[src/rtl/disp_write_sequencer.sv]
// Write-side sequencer for the character display buffer: arbitrates two character
// ports and a clear-screen request, then strobes dataReady with fixed setup/high/low spacing.
module disp_write_sequencer #(
  parameter int ASCII_WIDTH = 8,
  parameter int COLOR_WIDTH = 4,
  parameter int GRID_ROW    = 5,
  parameter int GRID_COL    = 10,
  parameter int PULSE_HI    = 2,
  parameter int PULSE_LO    = 2
) (
  input  logic                   clk_pix,
  input  logic                   rst,
  input  logic                   a_valid,
  output logic                   a_ready,
  input  logic [ASCII_WIDTH-1:0] a_ascii,
  input  logic [COLOR_WIDTH-1:0] a_colorF,
  input  logic [COLOR_WIDTH-1:0] a_colorB,
  input  logic                   b_valid,
  output logic                   b_ready,
  input  logic [ASCII_WIDTH-1:0] b_ascii,
  input  logic [COLOR_WIDTH-1:0] b_colorF,
  input  logic [COLOR_WIDTH-1:0] b_colorB,
  input  logic                   clr_req,
  output logic                   clr_busy,
  output logic                   busy,
  output logic                   dataReady,
  output logic [ASCII_WIDTH-1:0] ascii,
  output logic [COLOR_WIDTH-1:0] colorIndexF,
  output logic [COLOR_WIDTH-1:0] colorIndexB
);

  localparam int CELLS  = GRID_ROW * GRID_COL;
  localparam int CELL_W = $clog2(CELLS + 1);
  localparam int MAXP   = (PULSE_HI > PULSE_LO) ? PULSE_HI : PULSE_LO;
  localparam int CNT_W  = $clog2(MAXP + 1);

  localparam logic [CNT_W-1:0]       HI_LOAD   = CNT_W'(PULSE_HI - 1);
  localparam logic [CNT_W-1:0]       LO_LOAD   = CNT_W'(PULSE_LO - 1);
  localparam logic [CNT_W-1:0]       CNT_ZERO  = {CNT_W{1'b0}};
  localparam logic [CNT_W-1:0]       CNT_ONE   = CNT_W'(1);
  localparam logic [CELL_W-1:0]      CELL_ZERO = {CELL_W{1'b0}};
  localparam logic [CELL_W-1:0]      CELL_ONE  = CELL_W'(1);
  localparam logic [CELL_W-1:0]      LAST_CELL = CELL_W'(CELLS - 1);
  localparam logic [ASCII_WIDTH-1:0] SPACE     = ASCII_WIDTH'(32);

  typedef enum logic [1:0] {S_IDLE, S_SETUP, S_HI, S_LO} state_t;

  state_t                 state_q, state_d;
  logic [CNT_W-1:0]       cnt_q, cnt_d;
  logic [CELL_W-1:0]      cell_q, cell_d;
  logic                   clr_pend_q, clr_pend_d;
  logic                   clr_mode_q, clr_mode_d;
  logic                   last_b_q, last_b_d;
  logic                   dr_q, dr_d;
  logic [ASCII_WIDTH-1:0] ascii_q, ascii_d;
  logic [COLOR_WIDTH-1:0] colf_q, colf_d;
  logic [COLOR_WIDTH-1:0] colb_q, colb_d;

  logic idle_s;
  logic open_s;
  logic grant_a_s;

  assign idle_s    = (state_q == S_IDLE);
  assign open_s    = !rst && idle_s && !clr_pend_q;
  // A wins unless B is also valid and A was the last port served.
  assign grant_a_s = a_valid && (!b_valid || last_b_q);
  assign a_ready   = open_s && grant_a_s;
  assign b_ready   = open_s && b_valid && !grant_a_s;

  assign busy        = !idle_s;
  assign clr_busy    = clr_pend_q || clr_mode_q;
  assign dataReady   = dr_q;
  assign ascii       = ascii_q;
  assign colorIndexF = colf_q;
  assign colorIndexB = colb_q;

  always_comb begin
    state_d    = state_q;
    cnt_d      = cnt_q;
    cell_d     = cell_q;
    clr_pend_d = clr_pend_q || clr_req;
    clr_mode_d = clr_mode_q;
    last_b_d   = last_b_q;
    ascii_d    = ascii_q;
    colf_d     = colf_q;
    colb_d     = colb_q;
    case (state_q)
      S_IDLE: begin
        if (clr_pend_q) begin
          // A request arriving on this very edge keeps the flag for a follow-up clear.
          clr_pend_d = clr_req;
          clr_mode_d = 1'b1;
          cell_d     = CELL_ZERO;
          ascii_d    = SPACE;
          colf_d     = a_colorF;
          colb_d     = a_colorB;
          state_d    = S_SETUP;
        end else if (a_ready) begin
          ascii_d  = a_ascii;
          colf_d   = a_colorF;
          colb_d   = a_colorB;
          last_b_d = 1'b0;
          state_d  = S_SETUP;
        end else if (b_ready) begin
          ascii_d  = b_ascii;
          colf_d   = b_colorF;
          colb_d   = b_colorB;
          last_b_d = 1'b1;
          state_d  = S_SETUP;
        end else begin
          state_d = S_IDLE;
        end
      end
      S_SETUP: begin
        state_d = S_HI;
        cnt_d   = HI_LOAD;
      end
      S_HI: begin
        if (cnt_q == CNT_ZERO) begin
          state_d = S_LO;
          cnt_d   = LO_LOAD;
        end else begin
          cnt_d = cnt_q - CNT_ONE;
        end
      end
      S_LO: begin
        if (cnt_q != CNT_ZERO) begin
          cnt_d = cnt_q - CNT_ONE;
        end else if (clr_mode_q && (cell_q != LAST_CELL)) begin
          cell_d  = cell_q + CELL_ONE;
          state_d = S_SETUP;
        end else begin
          cell_d     = CELL_ZERO;
          clr_mode_d = 1'b0;
          state_d    = S_IDLE;
        end
      end
      default: begin
        state_d = S_IDLE;
      end
    endcase
    dr_d = (state_d == S_HI);
  end

  always_ff @(posedge clk_pix or posedge rst) begin
    if (rst) begin
      state_q    <= S_IDLE;
      cnt_q      <= CNT_ZERO;
      cell_q     <= CELL_ZERO;
      clr_pend_q <= 1'b0;
      clr_mode_q <= 1'b0;
      last_b_q   <= 1'b1;
      dr_q       <= 1'b0;
      ascii_q    <= {ASCII_WIDTH{1'b0}};
      colf_q     <= {COLOR_WIDTH{1'b0}};
      colb_q     <= {COLOR_WIDTH{1'b0}};
    end else begin
      state_q    <= state_d;
      cnt_q      <= cnt_d;
      cell_q     <= cell_d;
      clr_pend_q <= clr_pend_d;
      clr_mode_q <= clr_mode_d;
      last_b_q   <= last_b_d;
      dr_q       <= dr_d;
      ascii_q    <= ascii_d;
      colf_q     <= colf_d;
      colb_q     <= colb_d;
    end
  end

endmodule

[config.mk]
export PLATFORM = sky130hd
export DESIGN_NAME = disp_write_sequencer
export DESIGN_NICKNAME = d
export VERILOG_FILES = /design/src/rtl/disp_write_sequencer.sv
export SDC_FILE = /design/constraint.sdc
export NUM_CORES = 1
export LEC_CHECK = 0
export BUFFER_PORTS_ARGS = -buffer_cell sky130_fd_sc_hd__buf_2
export CORE_UTILIZATION = 36
export DETAILED_ROUTE_END_ITERATION = 8
export HOLD_SLACK_MARGIN = 0.08
export PLACE_DENSITY = 0.66
export SLEW_MARGIN = 20
export SYNTH_ARGS = -nofsm -noshare
export SYNTH_HDL_FRONTEND = slang
export SYNTH_SLANG_ARGS = --single-unit
[constraint.sdc]
create_clock -name clk_pix -period 2.3 [get_ports clk_pix]
set_input_delay 0.46 -clock clk_pix [delete_from_list [all_inputs] [get_ports clk_pix]]
set_output_delay 0.46 -clock clk_pix [all_outputs]
set_load 0.01 [all_outputs]
# Word-level counts from Yosys, hierarchy flattened
# Cells that the tools add are included.
# totals
regBits	30
inputBits	37
output_inout_bits	21
elab_cells	80
# classes
addsub	2
eq_ne	9
n_mux	31
bitwise	1
reduce_logical	27
# ops
operator	n
$mux W4	6
$mux W8	3
$mux W6	3
$pmux W6 S2	1
$mux W1	11
$mux W2	4
$ne A2 B2 Y1 const B	4
$pmux W2 S4	1
$logic_and A1 B1 Y1	7
$add A6 B1 Y6 const B	1
$eq A2 B2 Y1 const B	3
$ne A6 B6 Y1 const B	1
$pmux W2 S3	1
$reduce_and A3 Y1	2
$reduce_bool A2 Y1	3
$reduce_bool A3 Y1	2
$logic_not A1 Y1	5
$logic_not A2 Y1	2
$reduce_and A2 Y1	2
$reduce_and A4 Y1	1
$logic_or A1 B1 Y1	3
$eq A2 B1 Y1 const B	1
$pmux W1 S2	1
$sub A2 B1 Y2 const B	1
$not A1 Y1	1

# Depth between registers and ports, before layout
# Gate-level depths: netlist (run 1).
# depth
ltp_word	10
ltp_mapped	7
mapped_depth_nobuf	6

# Least setup slack after synthesis (run 1)
# Ideal clock, no wire load.
# synth_path
path_kind	reg-to-output
startpoint	register state_q[0]
endpoint	output port a_ready
arrival_ns	1.240
required_time_ns	1.840
slack_ns	0.600
path_stages_with_launch	5
n_path_buf	1
path_cell_list	dfrtp_1 > buf_6 > nor4_4 > nand3_4 > inv_1
# synth_via
elab_chain_cells	4
# synth_rtl
element	line	rtl
start: declaration	48	state_t state_q, state_d;
start signal: assignment	158	state_q <= state_d;
$logic_not A2 Y1	63	assign idle_s = (state_q == S_IDLE);
$logic_and A1 B1 Y1 (2 in series)	64	assign open_s = !rst && idle_s && !clr_pend_q;
$logic_and A1 B1 Y1	67	assign a_ready = open_s && grant_a_s;
end: declaration	14	output logic a_ready,
# Every way passes these cells.

# Worst setup path after layout (run 1)
# layout_path
startpoint	register state_q[1]
endpoint	output port a_ready
# Same word-level chain as after synthesis.

==> flow_summary_export.csv, run 1 <==
group,metric,value,unit
critical_path,r2r_cells,6,
timing,min_period,2140,ps
synthesis,syn_area,1520,um^2
routing,wl_per_cell,12.3,um
critical_path,crit_path_end_kind,"output port",
placement,hpwl,2.37,mm
critical_path,worstSetupStartpointType,"register",
power_and_ir_drop,power.total,1.95,mW
synthesis,post_synth_num_cell_types,34,
floorplanning,rows,23,
placement,placed_cell_area,1850,um^2
timing,rsz0062_at_grt,"no",
synthesis,synth_seq_cells,30,
routing,route.vias.total,1221,
finish,syn2layout_area_growth,27.7,%
synthesis,synth-edff-count,0,
synthesis,seq_area_frac_synth,49.4,%
placement,gp_congestion,0.808,
timing,hold_ws,171,ps
clocking,hold_buffers,0,
synthesis,async_flop_share,100,%
timing,hold_viol_final,0,
global_route,grt_max_degree,22,
routing,drt-initial-drc-count,21,
critical_path,rr_startpoint,"cell_q[1]",
timing,setup_violations,0,
finish,nets,242,
clocking,cts_buffers,5,
critical_path,path_delay_family,"simple AND/OR/NAND/NOR gates",
power_and_ir_drop,p_per_area,1000,nW/um^2
routing,drc_errors,0,
routing,firstDrtPassIters,2,
global_route,grt_antenna_before_repair,0,
floorplanning,core-area,4030,um^2
placement,io_buffers,57,
synthesis,avgSynthCellArea,10.9,um^2
global_route,grt_pass1_wl,4.79,mm
min_path,hold_class,"in -> async",
finish,finalInstanceArea,1940,um^2
power_and_ir_drop,cellLeakagePower,0.980,nW
synthesis,synth_ff_type,"dfrtp_1",
critical_path,cp_max_fo,9,
clocking,cts_resized,0,
synthesis,synth_cells,140,
clocking,clock_sinks,30,
flow_run,maxCapViolCount,0,
critical_path,r2r_slack,530,ps
floorplanning,die_y,67.0,um
clocking,cts_max_level,2,
finish,drive_gt1_share,36.1,%
floorplanning,fp.dieW,67.0,um
timing,slew_violations,0,
timing,timing.setup.tns,0,ps
floorplanning,io_pins,58,
clocking,cts_max_path_buffers,2,
timing,fmax,0.467,GHz
clocking,post_cts_buffers,0,
clocking,clock_latency,280,ps
routing,ant_nets,0,
routing,routed_via_density,4.85,
floorplanning,start_util,37.8,%
synthesis,yosysWarnings,0,
power_and_ir_drop,max-vdd-ir-drop,0.421,mV
critical_path,path_class,"reg -> out",
timing,relSlewSlack,55.3,%
critical_path,crit_buf_inv,2,
timing,fin_skew,3.26,ps
clocking,root_buffer,"clkbuf_8",
finish,multi_input_area,714,um^2
clocking,cts_tree,"yes",
finish,nFillCells,402,
run_status,status,"finished clean",
routing,totalWireLength,3.11,mm
critical_path,slowest_delay,490,ps
clocking,path_clk_slew,60,ps
global_route,grt_overflow_total,0,
finish,seq_area,752,um^2
critical_path,crit_slowest_cell,"dfrtp_1",
timing,finalCritPeriodShare,93.1,%
critical_path,crit_arrival,1680,ps
global_route,grt_use_total,14.8,%
critical_path,crit_chain,"nor4_4 -> nand3_4 -> inv_1 -> buf_2",
critical_path,r2r_end,"clr_mode_q",
critical_path,cp_data_required_time,1840,ps
critical_path,cp.depth,4,
global_route,grt_pass1_vias,1106,
synthesis,syn-num-nets,181,
finish,num_antenna_cells,0,
floorplanning,die_area,4490,um^2
timing,worst_pin_slew,671,ps
where the power goes:
group          leakage, nW  switching [mW]  internal [mW]
combinational        0.564           0.383          0.310
clock               0.0482           0.189          0.241
sequential           0.368           0.127          0.696
state kept, by name, summed over array words and instances (netlist names):
register     flops
clr_pend_q       1
cell_q           6
cnt_q            2
colorIndexF      4
ascii            8
colorIndexB      4
state_q          2
clr_mode_q       1
dataReady        1
last_b_q         1
cell usage after synthesis, drive strengths merged (3+ instances only):
cell type | instances | area [um^2]
or3 | 3 | 18.8
inv | 8 | 30.0
nor2 | 13 | 48.8
a21oi | 13 | 68.8
ha | 4 | 50.1
nand2 | 6 | 22.5
and3 | 3 | 18.8
mux2i | 16 | 160
dfrtp | 29 | 726
a21o | 4 | 30.0
mux2 | 3 | 33.8
o21ai | 8 | 40.0
o2bb2ai | 7 | 61.3
nand3 | 4 | 32.5
buf | 3 | 21.3
layer usage:
layer,track usage (%),routed length [um],share of wire (%),up-vias
li1,-,-,-,621
met1,17.6,1430,46,556
met2,23.1,1400,45,37
met3,3.94,205,6.6,7
met4,9.57,71,2.3,0
met5,0,0,0,-
how the worst max path moves through the flow:
stage                from      end  slack [ps]
6_report       state_q[1]  a_ready         160
3_3_place_gp          rst  a_ready         430
5_1_grt        state_q[1]  a_ready          30
2_1_floorplan  state_q[0]  a_ready         600
4_1_cts        state_q[0]  a_ready         110
3_5_place_dp   state_q[0]  a_ready         430
layout make-up:
type / instances / area share [%]
Clock buffer: 7 / 4.44
Tap cell: 50 / 3.22
Inverter: 8 / 1.55
Timing Repair Buffer: 58 / 15.1
Multi-Input combinational cell: 98 / 36.8
Clock inverter: 1 / 0.258
Sequential cell: 30 / 38.7
cells by family (layout without fill, tap and decap cells):
| logic type | count (synthesis) | count (layout) | share of synthesized area, % |
|---|---|---|---|
| AO/OA/AOI/OAI | 37 | 37 | 16.5 |
| XOR/XNOR | 1 | 1 | 0.576 |
| buffers and inverters | 12 | 74 | 3.62 |
| adder cells (fa/ha/maj) | 4 | 4 | 3.29 |
| flip-flops | 30 | 30 | 49.4 |
| AND/OR/NAND/NOR | 37 | 37 | 13.8 |
| multiplexers | 19 | 19 | 12.7 |
layout by cell type, fill, tap and decap left out, drive strengths merged, types with 2 or more instances in the layout:
| cell type | netlist | routed |
|---|---|---|
| o2bb2ai | 7 | 7 |
| buf | 3 | 58 |
| nand2 | 6 | 6 |
| inv | 8 | 8 |
| o21ai | 8 | 8 |
| dfrtp | 29 | 29 |
| nand3 | 4 | 4 |
| mux2i | 16 | 16 |
| a21o | 4 | 4 |
| clkbuf | 1 | 7 |
| a21oi | 13 | 13 |
| or3 | 3 | 3 |
| nor2 | 13 | 13 |
| ha | 4 | 4 |
| and3 | 3 | 3 |
| mux2 | 3 | 3 |
| nand2b | 2 | 2 |
stage by stage:
stage / worst slack (ps) / cells / util, %
2_1_floorplan: 600 / 140 / -
3_3_place_gp: 434 / 244 / 46.0
3_5_place_dp: 430 / 244 / 46.0
4_1_cts: 113 / 252 / 48.2
5_1_grt: 28.9 / 252 / 48.2
6_report: 160 / 252 / 48.2
No activity file was read; power rests on OpenSTA's default activity.
==> run 2, diff against run 1 <==
--- a/config.mk
+++ b/config.mk
@@ -8,6 +8,7 @@
 export BUFFER_PORTS_ARGS = -buffer_cell sky130_fd_sc_hd__buf_2
 export CORE_UTILIZATION = 36
 export DETAILED_ROUTE_END_ITERATION = 8
+export GPL_TIMING_DRIVEN = 0
 export HOLD_SLACK_MARGIN = 0.08
 export PLACE_DENSITY = 0.66
 export SLEW_MARGIN = 20
==> run 2 against run 1 <==
Against the previous run: global-route usage increased by 0.93 points; largest power group unchanged; largest cell class unchanged; clock skew increased by 3.8 ps; maximum frequency decreased by 0.52%; critical path depth increased by 1; cell area increased by 0.64%; non-clock buffer count increased by 2.
==> flow_summary_export.csv, run 2 (synthesis gave the netlist of run 1 again) <==
group,metric,value,unit
floorplanning,rows,23,
clocking,clock_sinks,30,
min_path,hold_class,"in -> async",
finish,multi_input_area,714,um^2
clocking,cts_max_path_buffers,2,
critical_path,crit_arrival,1690,ps
finish,num_antenna_cells,0,
clocking,post_cts_buffers,0,
timing,fin_skew,7.03,ps
global_route,grt_overflow_total,0,
routing,drc_errors,0,
timing,relSlewSlack,58.9,%
routing,drt-initial-drc-count,63,
finish,seq_area,752,um^2
floorplanning,io_pins,58,
routing,routed_via_density,5.00,
critical_path,worstSetupStartpointType,"register",
timing,hold_viol_final,0,
placement,hpwl,2.48,mm
power_and_ir_drop,max-vdd-ir-drop,0.458,mV
finish,syn2layout_area_growth,28.5,%
run_status,status,"finished clean",
routing,totalWireLength,3.30,mm
clocking,cts_max_level,2,
global_route,grt_antenna_before_repair,0,
power_and_ir_drop,p_per_area,1020,nW/um^2
placement,io_buffers,56,
timing,setup_violations,0,
global_route,grt_pass1_vias,1153,
timing,finalCritPeriodShare,93.6,%
routing,ant_nets,0,
flow_run,maxCapViolCount,0,
floorplanning,core-area,4030,um^2
routing,wl_per_cell,13.0,um
clocking,root_buffer,"clkbuf_8",
global_route,grt_max_degree,31,
timing,slew_violations,0,
power_and_ir_drop,power.total,1.99,mW
finish,mostFrequentLayoutCell,"buf_2",
clocking,path_clk_slew,70,ps
critical_path,slowest_delay,440,ps
critical_path,crit_buf_inv,3,
critical_path,crit_path_end_kind,"output port",
clocking,cts_buffers,5,
placement,placed_cell_area,1860,um^2
global_route,grt_pass1_wl,5.07,mm
finish,utilization,48.5,%
floorplanning,die_y,67.0,um
placement,gp_congestion,0.770,
floorplanning,start_util,37.8,%
global_route,grt_use_total,15.7,%
critical_path,cp_data_required_time,1840,ps
floorplanning,die_area,4490,um^2
finish,finalInstanceArea,1960,um^2
timing,timing.setup.tns,0,ps
clocking,hold_buffers,0,
finish,largest_reg_flops,8,
timing,worst_pin_slew,613,ps
finish,nets,244,
power_and_ir_drop,cellLeakagePower,0.986,nW
critical_path,cpMostUsedCell,"buf_2",
clocking,cts_resized,0,
timing,min_period,2150,ps
clocking,clock_latency,280,ps
critical_path,cp_max_fo,9,
floorplanning,fp.dieW,67.0,um
timing,rsz0062_at_grt,"no",
finish,drive_gt1_share,36.8,%
finish,mostFrequentLayoutCells,"58 x buf_2, 29 x dfrtp_1, 16 x mux2i_1",
critical_path,crit_slowest_cell,"nor4_4",
critical_path,path_class,"reg -> out",
critical_path,crit_chain,"buf_2 -> nor4_4 -> nand3_4 -> inv_1 -> buf_2",
routing,route.vias.total,1270,
timing,fmax,0.465,GHz
clocking,cts_tree,"yes",
routing,firstDrtPassIters,4,
critical_path,path_delay_family,"simple AND/OR/NAND/NOR gates",
finish,nFillCells,389,
[run 2: changes by cell type in the layout (fill, tap and decap cells not counted)]
| cell | previous run | this run |
|---|---|---|
| buf_2 | 57 | 58 |
| buf_4 | 1 | 0 |
| buf_6 | 0 | 1 |
| clkbuf_1 | 1 | 2 |
| inv_1 | 8 | 7 |
| inv_2 | 0 | 1 |
[run 2: path summary, 6_finish.rpt]
check,from,endpoint,slack (ps),depth (start not counted)
setup / recovery,state_q[1],a_ready,150,5
max in group asynchronous,rst,colorIndexF[3],1610,2
min in group clk_pix,clr_req,clr_pend_q,380,2
hold / removal,rst,ascii[0],280,2
setup reg to reg,cell_q[0],clr_mode_q,500,5
hold reg to reg,ascii[2],ascii[2],490,1
[run 2: area by class of cell]
cell class                 count  share of cell area [%]
sequential                    30                    38.5
multi-input combinational     98                    36.5
timing repair buffer          56                    14.3
clock buffer                   7                    4.41
tap                           50                    3.20
inverter                       8                    1.54
buffer                         4                    1.28
clock inverter                 1                   0.256
[run 2: routing by layer]
layer / vias up / routed length [um] / GRT usage, %
met2: 44 / 1540 / 26.5
met1: 596 / 1440 / 17.2
met5: - / 0 / 0
met3: 5 / 283 / 7.36
li1: 625 / - / -
met4: 0 / 35 / 4.79
[run 2: stage by stage]
stage                     hold slack, ps  instances  setup WS (ps)
final                                284        254            148
after global routing                 339        254           7.17
after CTS                            306        254            128
after detailed placement             470        246            414
after global placement               468        246            430
after floorplan                      497        140            600
[run 2: where the power goes]
part	switching (mW)	internal (mW)
clock network	0.194	0.241
logic	0.432	0.332
registers	0.0907	0.696
total	0.718	1.27
[run 2: worst register-to-register path: cells and delay by family (launching register included)]
| family | cells | cell delay (ps) |
|---|---|---|
| AND/OR/NAND/NOR | 2 | 660 |
| flip-flops | 1 | 460 |
| AO/OA/AOI/OAI | 2 | 370 |
| adder cells (fa/ha/maj) | 1 | 170 |
==> run 3, diff against run 2 <==
--- a/config.mk
+++ b/config.mk
@@ -11,7 +11,6 @@
 export GPL_TIMING_DRIVEN = 0
 export HOLD_SLACK_MARGIN = 0.08
 export PLACE_DENSITY = 0.66
-export SLEW_MARGIN = 20
 export SYNTH_ARGS = -nofsm -noshare
 export SYNTH_HDL_FRONTEND = slang
 export SYNTH_SLANG_ARGS = --single-unit
==> constraint.sdc (replaced) <==
create_clock -name clk_pix -period 2.3 [get_ports clk_pix]
set_input_delay 0.115 -clock clk_pix [delete_from_list [all_inputs] [get_ports clk_pix]]
set_output_delay 0.115 -clock clk_pix [all_outputs]
set_load 0.01 [all_outputs]
==> run 3 against run 2 <==
Against the previous run: die area unchanged; sequential share of layout area decreased by 0.20 points; sequential power about the same; clock skew shrank 0.51 ps; routed wire length decreased by 0.48%; hold slack got worse by 190 ps; via count down 0.24%; first-iteration DRC count shrank 17%; final cell count increased by 0.39%; combinational power is essentially flat; critical endpoint unchanged; largest power group unchanged.
==> flow_summary_export.csv, run 3 (synthesis gave the netlist of run 1 again) <==
group,metric,value,unit
critical_path,crit_path_end_kind,"output port",
clocking,clock_latency,280,ps
power_and_ir_drop,max-vdd-ir-drop,0.457,mV
clocking,cts_max_path_buffers,2,
finish,syn2layout_area_growth,29.2,%
critical_path,cpMostUsedCell,"buf_2",
flow_run,maxCapViolCount,0,
finish,seq_area,752,um^2
finish,utilization,48.8,%
clocking,root_buffer,"clkbuf_8",
critical_path,crit_arrival,1690,ps
clocking,cts_tree,"yes",
routing,ant_nets,0,
global_route,grt_pass1_wl,5.07,mm
critical_path,path_delay_family,"simple AND/OR/NAND/NOR gates",
placement,gp_congestion,0.770,
finish,mostFrequentLayoutCell,"buf_2",
critical_path,cp_data_required_time,2180,ps
clocking,clock_sinks,30,
critical_path,worstSetupStartpointType,"register",
finish,num_antenna_cells,0,
critical_path,path_class,"reg -> out",
floorplanning,die_y,67.0,um
finish,nFillCells,391,
floorplanning,fp.dieW,67.0,um
global_route,grt_use_total,15.7,%
global_route,grt_antenna_before_repair,0,
routing,firstDrtPassIters,4,
routing,routed_via_density,4.97,
power_and_ir_drop,power.share.clock,21.9,%
floorplanning,io_pins,58,
timing,min_period,1810,ps
critical_path,cp_max_fo,9,
power_and_ir_drop,seqPwrFrac,39.6,%
placement,dpl_worst_slack,501,ps
critical_path,crit_chain,"buf_2 -> nor4_4 -> nand3_4 -> inv_1 -> buf_2",
critical_path,rr_startpoint,"state_q[1]",
placement,hpwl,2.48,mm
finish,multi_input_area,714,um^2
global_route,grt-busiest-layer,"met2",
finish,largest_reg_flops,8,
clocking,cts_max_level,2,
critical_path,crit_slowest_cell,"nor4_4",
global_route,use_met3,7.19,%
critical_path,crit_start,"state_q[1]",
floorplanning,core-area,4030,um^2
global_route,grt_max_degree,31,
min_path,hold_class,"in -> reg",
power_and_ir_drop,intPower,1.27,mW
routing,drc_errors,0,
power_and_ir_drop,switching_share,36.0,%
floorplanning,die_area,4490,um^2
timing,fmax,0.553,GHz
clocking,cts_buffers,5,
clocking,path_clk_slew,60,ps
timing,fin_skew,6.52,ps
timing,relSlewSlack,25.9,%
timing,finalCritPeriodShare,78.6,%
global_route,grt_overflow_total,0,
global_route,grt_pass1_vias,1160,
floorplanning,rows,23,
timing,worst_pin_slew,1110,ps
timing,slew_violations,0,
clocking,post_cts_buffers,0,
global_route,met2_usage,26.6,%
global_route,met1_usage,17.2,%
routing,wl_per_cell,12.9,um
critical_path,slowest_delay,440,ps
timing,setup_violations,0,
routing,drt-initial-drc-count,52,
power_and_ir_drop,cellLeakagePower,0.991,nW
timing,hold_viol_final,0,
timing,rsz0062_at_grt,"no",
routing,route.vias.total,1267,
routing,totalWireLength,3.29,mm
finish,nets,245,
placement,io_buffers,56,
finish,mostFrequentLayoutCells,"58 x buf_2, 29 x dfrtp_1, 16 x mux2i_1",
min_path,min_from,"a_ascii[0]",
finish,drive_gt1_share,36.1,%
power_and_ir_drop,p_sw,0.715,mW
power_and_ir_drop,comb_power_share,38.5,%
power_and_ir_drop,p_per_area,1010,nW/um^2
floorplanning,start_util,37.8,%
run_status,status,"finished clean",
timing,timing.setup.tns,0,ps
critical_path,crit_buf_inv,3,
timing,fin_ws,493,ps
[run 3: stage by stage]
| stage | power [mW] | cells | hold WS, ps | area [um^2] |
|---|---|---|---|---|
| floorplan | 1.32 | 140 | 205 | 1520 |
| global placement | 1.55 | 246 | 315 | 1860 |
| detailed placement | 1.57 | 246 | 313 | 1860 |
| CTS | 2.02 | 255 | 94.3 | 1970 |
| global route | 2.15 | 255 | 101 | 1970 |
| finish | 1.98 | 255 | 98.6 | 1970 |
[run 3: final timing paths]
path	to	slack, ps	cells after the start
setup / recovery	a_ready	490	5
hold / removal	ascii[0]	100	3
setup reg to reg	ascii[5]	510	5
hold reg to reg	ascii[2]	490	1
max in group asynchronous	colorIndexF[3]	1480	2
min in group asynchronous	ascii[0]	150	2
[run 3: routing by layer]
layer	part of all wire (%)	up-vias
met2	47	48
met5	0	-
met4	1.1	0
met1	43	588
li1	-	626
met3	9.0	5
[run 3: final cells by class]
class | instances | share of cell area, %
repair buffers | 57 | 14.8
well taps | 50 | 3.18
flip-flops and latches | 30 | 38.3
inverters | 8 | 1.53
plain buffers | 4 | 1.27
clock inverters | 1 | 0.255
clock buffers | 7 | 4.39
multi-input cells | 98 | 36.3
[run 3: power by group through the flow]
stage / sequential, mW / clock (mW) / combinational (mW)
6_report: 0.785 / 0.435 / 0.765
4_1_cts: 0.787 / 0.454 / 0.778
2_1_floorplan: 0.835 / 0 / 0.482
3_3_place_gp: 0.792 / 0 / 0.757
3_5_place_dp: 0.795 / 0 / 0.774
5_1_grt: 0.808 / 0.473 / 0.870
[run 3: worst min-delay path, delay by kind of cell]
family,cells,cell delay [ps]
AO/OA/AOI/OAI,1,110
buffers and inverters,1,70
multiplexers,1,50
[run 3: what timing repair did]
item / CTS / global route
setup endpoints to repair: 0 / 0
hold buffers: 1 / 0
hold endpoints to repair: 1 / 0
resized for setup: 0 / 0
